`config.mk`:
```
export PLATFORM = sky130hd
export DESIGN_NAME = tinker_fetch_unit
export DESIGN_NICKNAME = d
export VERILOG_FILES = /design/src/rtl/tinker_fetch_unit.sv
export SDC_FILE = /design/constraint.sdc
export NUM_CORES = 1
export LEC_CHECK = 0
export ABC_CLOCK_PERIOD_IN_PS = 4300
export CELL_PAD_IN_SITES_DETAIL_PLACEMENT = 1
export CELL_PAD_IN_SITES_GLOBAL_PLACEMENT = 1
export CORE_MARGIN = 2
export CORE_UTILIZATION = 35
export CTS_CLUSTER_DIAMETER = 100
export DETAILED_ROUTE_END_ITERATION = 8
export HOLD_SLACK_MARGIN = 0.15
export PLACE_DENSITY = 0.77
export SLEW_MARGIN = 20
export SYNTH_ARGS = -nofsm -noshare
export SYNTH_HDL_FRONTEND = slang
export SYNTH_SLANG_ARGS = --single-unit
```
`constraint.sdc`:
```
create_clock -name clk -period 4.3 [get_ports clk]
set_clock_uncertainty 0.15 [all_clocks]
set_input_delay 0.86 -clock clk [delete_from_list [all_inputs] [get_ports clk]]
set_output_delay 0.86 -clock clk [all_outputs]
set_load 0.1 [all_outputs]
```
`src/rtl/tinker_fetch_unit.sv`:
```
// Tinker fetch front end: one outstanding 32-bit read, 2-entry {pc,word} buffer, redirect squash.
// A response in cycle N is visible at N+1. Fetch parks in IDLE while the buffer is full.
module tinker_fetch_unit #(
   parameter logic [63:0] RESET_PC = 64'h2000
) (
   input  logic        clk,
   input  logic        reset,
   output logic        mem_req_valid,
   input  logic        mem_req_ready,
   output logic [63:0] mem_addr,
   input  logic        mem_rsp_valid,
   input  logic [31:0] mem_rsp_data,
   output logic        instr_valid,
   input  logic        instr_ready,
   output logic [31:0] instruction,
   output logic [63:0] instr_pc,
   input  logic        redirect_valid,
   input  logic [63:0] redirect_pc
);
   localparam logic [1:0] ST_IDLE = 2'd0;
   localparam logic [1:0] ST_REQ  = 2'd1;
   localparam logic [1:0] ST_WAIT = 2'd2;

   logic [1:0]  state_q, state_d;
   logic [63:0] pc_q, pc_d;
   logic [63:0] req_addr_q, req_addr_d;
   logic        squash_q, squash_d;
   logic [1:0]  count_q, count_d;
   logic [63:0] pc0_q, pc0_d, pc1_q, pc1_d;
   logic [31:0] word0_q, word0_d, word1_q, word1_d;
   logic        accept, push, pop;

   assign accept = (state_q == ST_REQ) && mem_req_ready;
   assign push   = (state_q == ST_WAIT) && mem_rsp_valid && !squash_q && !redirect_valid;
   assign pop    = instr_valid && instr_ready;

   always_comb begin
      count_d = count_q;
      if (redirect_valid) begin
         count_d = 2'd0;
      end else begin
         count_d = count_q + {1'b0, push} - {1'b0, pop};
      end
   end

   // Entry 0 is the head; a push lands in whichever slot is free after this cycle's pop.
   always_comb begin
      pc0_d   = pc0_q;
      word0_d = word0_q;
      pc1_d   = pc1_q;
      word1_d = word1_q;
      if (pop) begin
         pc0_d   = pc1_q;
         word0_d = word1_q;
      end
      if (push) begin
         if ((count_q == 2'd0) || ((count_q == 2'd1) && pop)) begin
            pc0_d   = req_addr_q;
            word0_d = mem_rsp_data;
         end else begin
            pc1_d   = req_addr_q;
            word1_d = mem_rsp_data;
         end
      end
   end

   always_comb begin
      state_d    = state_q;
      pc_d       = pc_q;
      squash_d   = squash_q;
      req_addr_d = req_addr_q;
      // A squashed request must not advance the PC, it already points past the redirect.
      if (accept && !squash_q && !redirect_valid) begin
         pc_d = pc_q + 64'd4;
      end
      if (redirect_valid) begin
         pc_d = {redirect_pc[63:2], 2'b00};
      end
      case (state_q)
         ST_IDLE: begin
            if (count_d < 2'd2) state_d = ST_REQ;
         end
         ST_REQ: begin
            if (redirect_valid) squash_d = 1'b1;
            if (mem_req_ready) state_d = ST_WAIT;
         end
         ST_WAIT: begin
            if (mem_rsp_valid) begin
               squash_d = 1'b0;
               state_d  = (count_d < 2'd2) ? ST_REQ : ST_IDLE;
            end else if (redirect_valid) begin
               squash_d = 1'b1;
            end
         end
         default: state_d = ST_IDLE;
      endcase
      if ((state_d == ST_REQ) && (state_q != ST_REQ)) begin
         req_addr_d = pc_d;
      end
   end

   always_ff @(posedge clk) begin
      if (reset) begin
         state_q    <= ST_IDLE;
         pc_q       <= RESET_PC;
         req_addr_q <= 64'd0;
         squash_q   <= 1'b0;
         count_q    <= 2'd0;
         pc0_q      <= 64'd0;
         pc1_q      <= 64'd0;
         word0_q    <= 32'd0;
         word1_q    <= 32'd0;
      end else begin
         state_q    <= state_d;
         pc_q       <= pc_d;
         req_addr_q <= req_addr_d;
         squash_q   <= squash_d;
         count_q    <= count_d;
         pc0_q      <= pc0_d;
         pc1_q      <= pc1_d;
         word0_q    <= word0_d;
         word1_q    <= word1_d;
      end
   end

   assign mem_req_valid = (state_q == ST_REQ);
   assign mem_addr      = req_addr_q;
   assign instr_valid   = (count_q != 2'd0);
   assign instruction   = word0_q;
   assign instr_pc      = pc0_q;

endmodule
```
# Yosys cells after proc, flatten, opt, wreduce, memory -nomap -nowiden

Index checks and enable logic that the tools add are counted.

Magnitude comparators: 1
Add/subtract/negate cells: 3
Shifts and indexed selects: 0
Multipliers: 0
Equal/unequal tests: 5
Bitwise gates (word level): 1
Multiplexer cells: 17
Reductions and logical operators: 17
Divide/modulo/power cells: 0

Operators by type and width:

| kind                    | number |
|---|---|
| $mux W64                | 5 |
| $mux W32                | 3 |
| $add A64 B3 Y64 const B | 1 |
| $logic_and A1 B1 Y1     | 9 |
| $mux W2                 | 4 |
| $eq A2 B1 Y1 const B    | 3 |
| $pmux W2 S3             | 1 |
| $logic_not A2 Y1        | 2 |
| $reduce_bool A2 Y1      | 2 |
| $mux W1                 | 3 |
| $add A2 B1 Y2           | 1 |
| $eq A2 B2 Y1 const B    | 1 |
| $logic_not A1 Y1        | 2 |
| $lt A2 B2 Y1 const B    | 1 |
| $ne A2 B1 Y1 const B    | 1 |
| $pmux W1 S2             | 1 |
| $reduce_and A2 Y1       | 1 |
| $sub A2 B1 Y2           | 1 |
| $logic_or A1 B1 Y1      | 1 |
| $not A1 Y1              | 1 |

Register bits after elaboration: 325
Input port bits: 102
Bits in latches: 0
Memory bits (read-only): 0
Memories kept: 0
Memory bits (writable): 0
Output and inout port bits: 162

# Logic depth before layout (Yosys ltp)

Depth after elaboration: 13
Depth in mapped cells: 17
Mapped depth without buffers: 12

# Worst setup path before layout

No wires, ideal clock.

Path type: register to register
From: register count_q[1]
To: register req_addr_q[49] (netlist: mem_addr[49])
Stages on the path, launching flop included: 17
Data required time: 4,085 ps
Slack: -320 ps
Arrival: 4,405 ps
Path buffers: 5
Clock period less this slack: 4,620 ps
Cells stage by stage: dfxtp_1 > or2_2 > clkbuf_1 > nand2_1 > buf_1 > buf_2 > inv_1 > ha_1 > inv_1 > ha_1 > xor3_1 > a311oi_1 > o31a_1 > and2_1 > clkbuf_1 > clkbuf_1 > a32o_1

Cells in the longest elaborated chain, start to end: 10
Elaborated cells between the ends (all ways): 12
Classes of those cells: add/sub (2); order compare (1); eq/ne (1); mux (5); reduce/logical (3)

RTL lines:

| element                  | line   | RTL |
|---|---|---|
| start: declaration       | 28     | `logic [1:0] count_q, count_d;` |
| start signal: assignment | 118    | `count_q <= count_d;` |
| $reduce_bool A2 Y1 (*)   | 128    | `assign instr_valid = (count_q != 2'd0);` |
| named net instr_valid    | 13     | `output logic instr_valid,` |
| $logic_and A1 B1 Y1 (*)  | 35     | `assign pop = instr_valid && instr_ready;` |
| $sub A2 B1 Y2 (*)        | 42     | `count_d = count_q + {1'b0, push} - {1'b0, pop};` |
| $mux W2 (*)              | 39     | `if (redirect_valid) begin` |
| $lt A2 B2 Y1 (*)         | 81, 90 |  |
| $mux W1                  | 90     | `state_d = (count_d < 2'd2) ? ST_REQ : ST_IDLE;` |
| $mux W2                  | 88     | `if (mem_rsp_valid) begin` |
| $pmux W2 S3 (*)          | 79     | `case (state_q)` |
| $eq A2 B1 Y1 (*)         | 97     | `if ((state_d == ST_REQ) && (state_q != ST_REQ)) begin` |
| $logic_and A1 B1 Y1 (*)  | 97     |  |
| end signal: assignment   | 116    | `req_addr_q <= req_addr_d;` |
| end: declaration         | 26     | `logic [63:0] req_addr_q, req_addr_d;` |

The timed path passes the listed nets; every way through them passes the cells marked *.
A chain may end at the register's enable or synchronous reset.

# Final worst setup path

From: input mem_rsp_valid
To: register req_addr_q[33] (netlist: mem_addr[33])

Cells in the longest elaborated chain, start to end: 12
Elaborated cells between the ends (all ways): 13
Classes of those cells: add/sub (2); order compare (1); eq/ne (1); mux (5); reduce/logical (4)

RTL lines:

| element                           | line   | RTL |
|---|---|---|
| start: declaration                | 11     | `input logic mem_rsp_valid,` |
| $logic_and A1 B1 Y1 (3 in series) | 34     | `assign push = (state_q == ST_WAIT) && mem_rsp_valid && !squash_q && !redirect_valid;` |
| $add A2 B1 Y2                     | 42     |  |
| $sub A2 B1 Y2                     | 42     |  |
| $mux W2                           | 39     |  |
| $lt A2 B2 Y1                      | 81, 90 |  |
| $mux W1                           | 90     |  |
| $mux W2                           | 88     |  |
| $pmux W2 S3 (*)                   | 79     |  |
| $eq A2 B1 Y1 (*)                  | 97     |  |
| $logic_and A1 B1 Y1 (*)           | 97     |  |

Every way passes the cells marked *; elsewhere a longest branch is shown, timed or not.

==> results.py <==
metrics = {
    "global_routing": {
        "antenna_found_initial": 5,
        "track_usage": 0.2181,
        "grt_max_degree": 135,
        "grt_pass1_vias": 12920,
        "grt_first_pass_wirelength_mm": 71.64,
        "grt_overflow": 0,
    },
    "route": {
        "first_pass_iters": 5,
        "ant_nets": 0,
        "drt_iter0_drc": 451,
        "vias": 12510,
        "wire_per_inst_um": 19.38,
        "drt-total-wl_mm": 45.54,
        "vias_per_cell": 5.323,
        "drc": 0,
    },
    "setup_path": {
        "crit_arrival_ns": 4.05,
        "crit_top_cell": "ha_1",
        "required_ns": 4.64,
        "cp_cell_sequence": "clkdlybuf4s50_1, nand3_1, ha_1, inv_1, ha_1, xor3_1, a31oi_1, o31a_1, and2_1, buf_12, a32o_1",
        "r2r_slack_ns": 0.82,
        "worst-path-buf-inv": 3,
        "crit_path_start": "mem_rsp_valid",
        "rr_endpoint": "mem_addr[33]",
        "critPathKind": "input port to flop",
        "worstReg2RegStart": "state_q[0]",
        "critPathMaxStageDelay_ns": 0.56,
        "cp-end-kind": "flop",
        "cp_slowest_cell": "clkdlybuf4s50_1",
        "start_kind": "input port",
        "critPathMaxFanout": 33,
        "reg2regPathDepth": 12,
        "cp.depth": 11,
        "setup.worst_path.end": "mem_addr[33]",
        "cp_top_family": "compound AO/OA/AOI/OAI gates",
    },
    "timing": {
        "finalSetupViolations": 0,
        "min_period_ns": 3.709,
        "setup_slack_ns": 0.5905,
        "grt_setup_unrepaired": "false",
        "fin_crit_sh": 0.8627,
        "fin_tns_setup_ns": 0,
        "max_freq_mhz": 269.6,
        "maxSlewViolCount": 0,
        "relSlewSlack": 0.2627,
        "final_hold_viol_count": 0,
        "worst_pin_slew_ns": 1.103,
    },
    "clock_tree": {
        "hold_buffers": 0,
        "cts_sinks": 325,
        "cts_root_buffer": "clkbuf_16",
        "post_cts_resized": 0,
        "cts_buffer_depth": 3,
        "clkLatencyLatePin_ns": 0.56,
        "cts_post_setup_buffers_inserted": 0,
        "cts.htree.levels": 2,
        "clkTransAtPathRegs_ns": 0.06,
        "cts_buffers": 38,
        "cts_tree": "built",
    },
    "synth": {
        "synth-edff-count": 0,
        "synth_ff_type": "dfxtp_1",
        "async_reset_ff_frac": 0,
        "ys_seq_area_frac": 0.4715,
        "ys_warn_count": 0,
        "synth-seq-cells": 325,
        "synth.distinct_cells": 60,
        "syn_nets": 1706,
        "synth_area_mm2": 0.01380,
        "synth_cells": 1597,
        "synth.avg_cell_area_um2": 8.641,
    },
    "cells_and_area": {
        "register_area_mm2": 0.006506,
        "finalNetCount": 1909,
        "fillers": 4493,
        "most-common-layout-cells": "325 x dfxtp_1, 282 x nand2_1, 259 x clkdlybuf4s50_1, 143 x nor2_1, 108 x mux2i_1",
        "final_common_cell": "dfxtp_1",
        "multiInputGateArea_mm2": 0.006827,
        "area_growth_pct": 30.53,
        "drive_gt1_frac": 0.05744,
        "design_area_mm2": 0.01801,
    },
    "floorplanning": {
        "die-area_mm2": 0.04103,
        "rows": 72,
        "pin_count": 264,
        "start_util": 0.3554,
        "die_y_um": 202.6,
        "coreArea_mm2": 0.03883,
        "die_w_um": 202.6,
    },
    "min_path": {
        "hp-class": "flop to flop",
    },
    "power": {
        "powerDensity_mw_per_mm2": 413.8,
        "p_leak_uw": 0.006938,
        "ir_drop_mv": 0.3346,
    },
    "placed_design": {
        "pre_cts_ws_ns": 0.04128,
        "place_congestion": 0.8295,
        "placed_area_mm2": 0.01685,
        "portBuffers": 261,
        "dp_hpwl_mm": 31.30,
    },
    "outcome": {
        "status": "finished, final reports clean",
    },
    "flow_run": {
        "cap_violations": 0,
    },
}
-- layer usage --
| layer | global-route usage | share of wire | vias up |
|---|---|---|---|
| met3 | 0.04334 | 0.046 | 73 |
| met1 | 0.2740 | 0.44 | 6112 |
| li1 | - | - | 6046 |
| met5 | 0 | 0.00018 | - |
| met2 | 0.3766 | 0.49 | 275 |
| met4 | 0.06674 | 0.024 | 2 |
-- report_power, final --
| part | switching (uW) | total [uW] | internal (uW) |
|---|---|---|---|
| Sequential | 145 | 3270 | 3120 |
| Combinational | 826 | 1170 | 341 |
| Clock | 1300 | 3020 | 1710 |
-- worst min-delay path by stage --
stage,from,endpoint,slack (ns),cells past startpoint
final,pc1_q[50],pc1_q[50],0.30,2
after CTS,pc1_q[50],pc1_q[50],0.30,2
after global placement,word1_q[10],word1_q[10],0.29,2
after floorplan,pc_q[0],pc_q[0],0.28,1
after detailed placement,pc1_q[50],pc1_q[50],0.30,2
after global routing,pc1_q[44],pc1_q[44],0.32,2
-- state kept, by name (all words and copies together) (netlist names), 2 cells and up --
| signal | cells |
|---|---|
| instr_pc | 64 |
| mem_addr | 64 |
| pc1_q | 64 |
| pc_q | 64 |
| word1_q | 32 |
| instruction | 32 |
| state_q | 2 |
| count_q | 2 |
-- tightest hold or removal path: stages, from the launching register on --
cell and delay (ns):
dfxtp_1 0.31, nand2_1 0.05, a21oi_1 0.05
-- stage by stage --
step / utilization / hold WS [ns] / cells / total power [uW]
final: 0.4639 / 0.3027 / 2350 / 7454
after global placement: 0.4340 / 0.2905 / 2278 / 4490
after detailed placement: 0.4340 / 0.2964 / 2278 / 4507
after CTS: 0.4636 / 0.3048 / 2346 / 7567
after floorplan: - / 0.2789 / 1597 / 4092
after global routing: 0.4639 / 0.3221 / 2350 / 7744
-- synthesized netlist by cell type (12+ instances only) --
cell	count	area share
and2_1	34	0.015
a211oi_1	96	0.052
nand3_1	32	0.012
nand2_1	283	0.077
a22o_1	20	0.013
nor3_1	29	0.011
a21oi_1	106	0.038
xor2_1	12	0.0076
buf_1	26	0.0071
a32o_1	15	0.011
clkbuf_1	86	0.023
xnor2_1	24	0.015
nand2b_1	22	0.010
mux2i_1	108	0.078
and3_1	20	0.0091
or4_1	12	0.0065
nor2_1	145	0.039
dfxtp_1	325	0.47
nand4_1	25	0.011
nor4_1	20	0.0091
o21ai_0	46	0.017
-- logic make-up after synthesis --
kind of cell,share of synthesized area
XOR/XNOR,0.02457
AND/OR/NAND/NOR,0.2268
adder cells (fa/ha/maj),0.006347
multiplexers,0.07916
flip-flops,0.4715
buffers and inverters,0.03618
AO/OA/AOI/OAI,0.1555
-- cell type report --
cell class | instances | area share
repair buffers | 282 | 0.1574
clock buffers | 53 | 0.05814
well taps | 518 | 0.03598
diodes | 4 | 0.0005557
clock inverters | 15 | 0.005627
flip-flops and latches | 325 | 0.3612
multi-input cells | 1143 | 0.3790
inverters | 10 | 0.002084
Note: power is estimated with default switching activity, not from simulation.
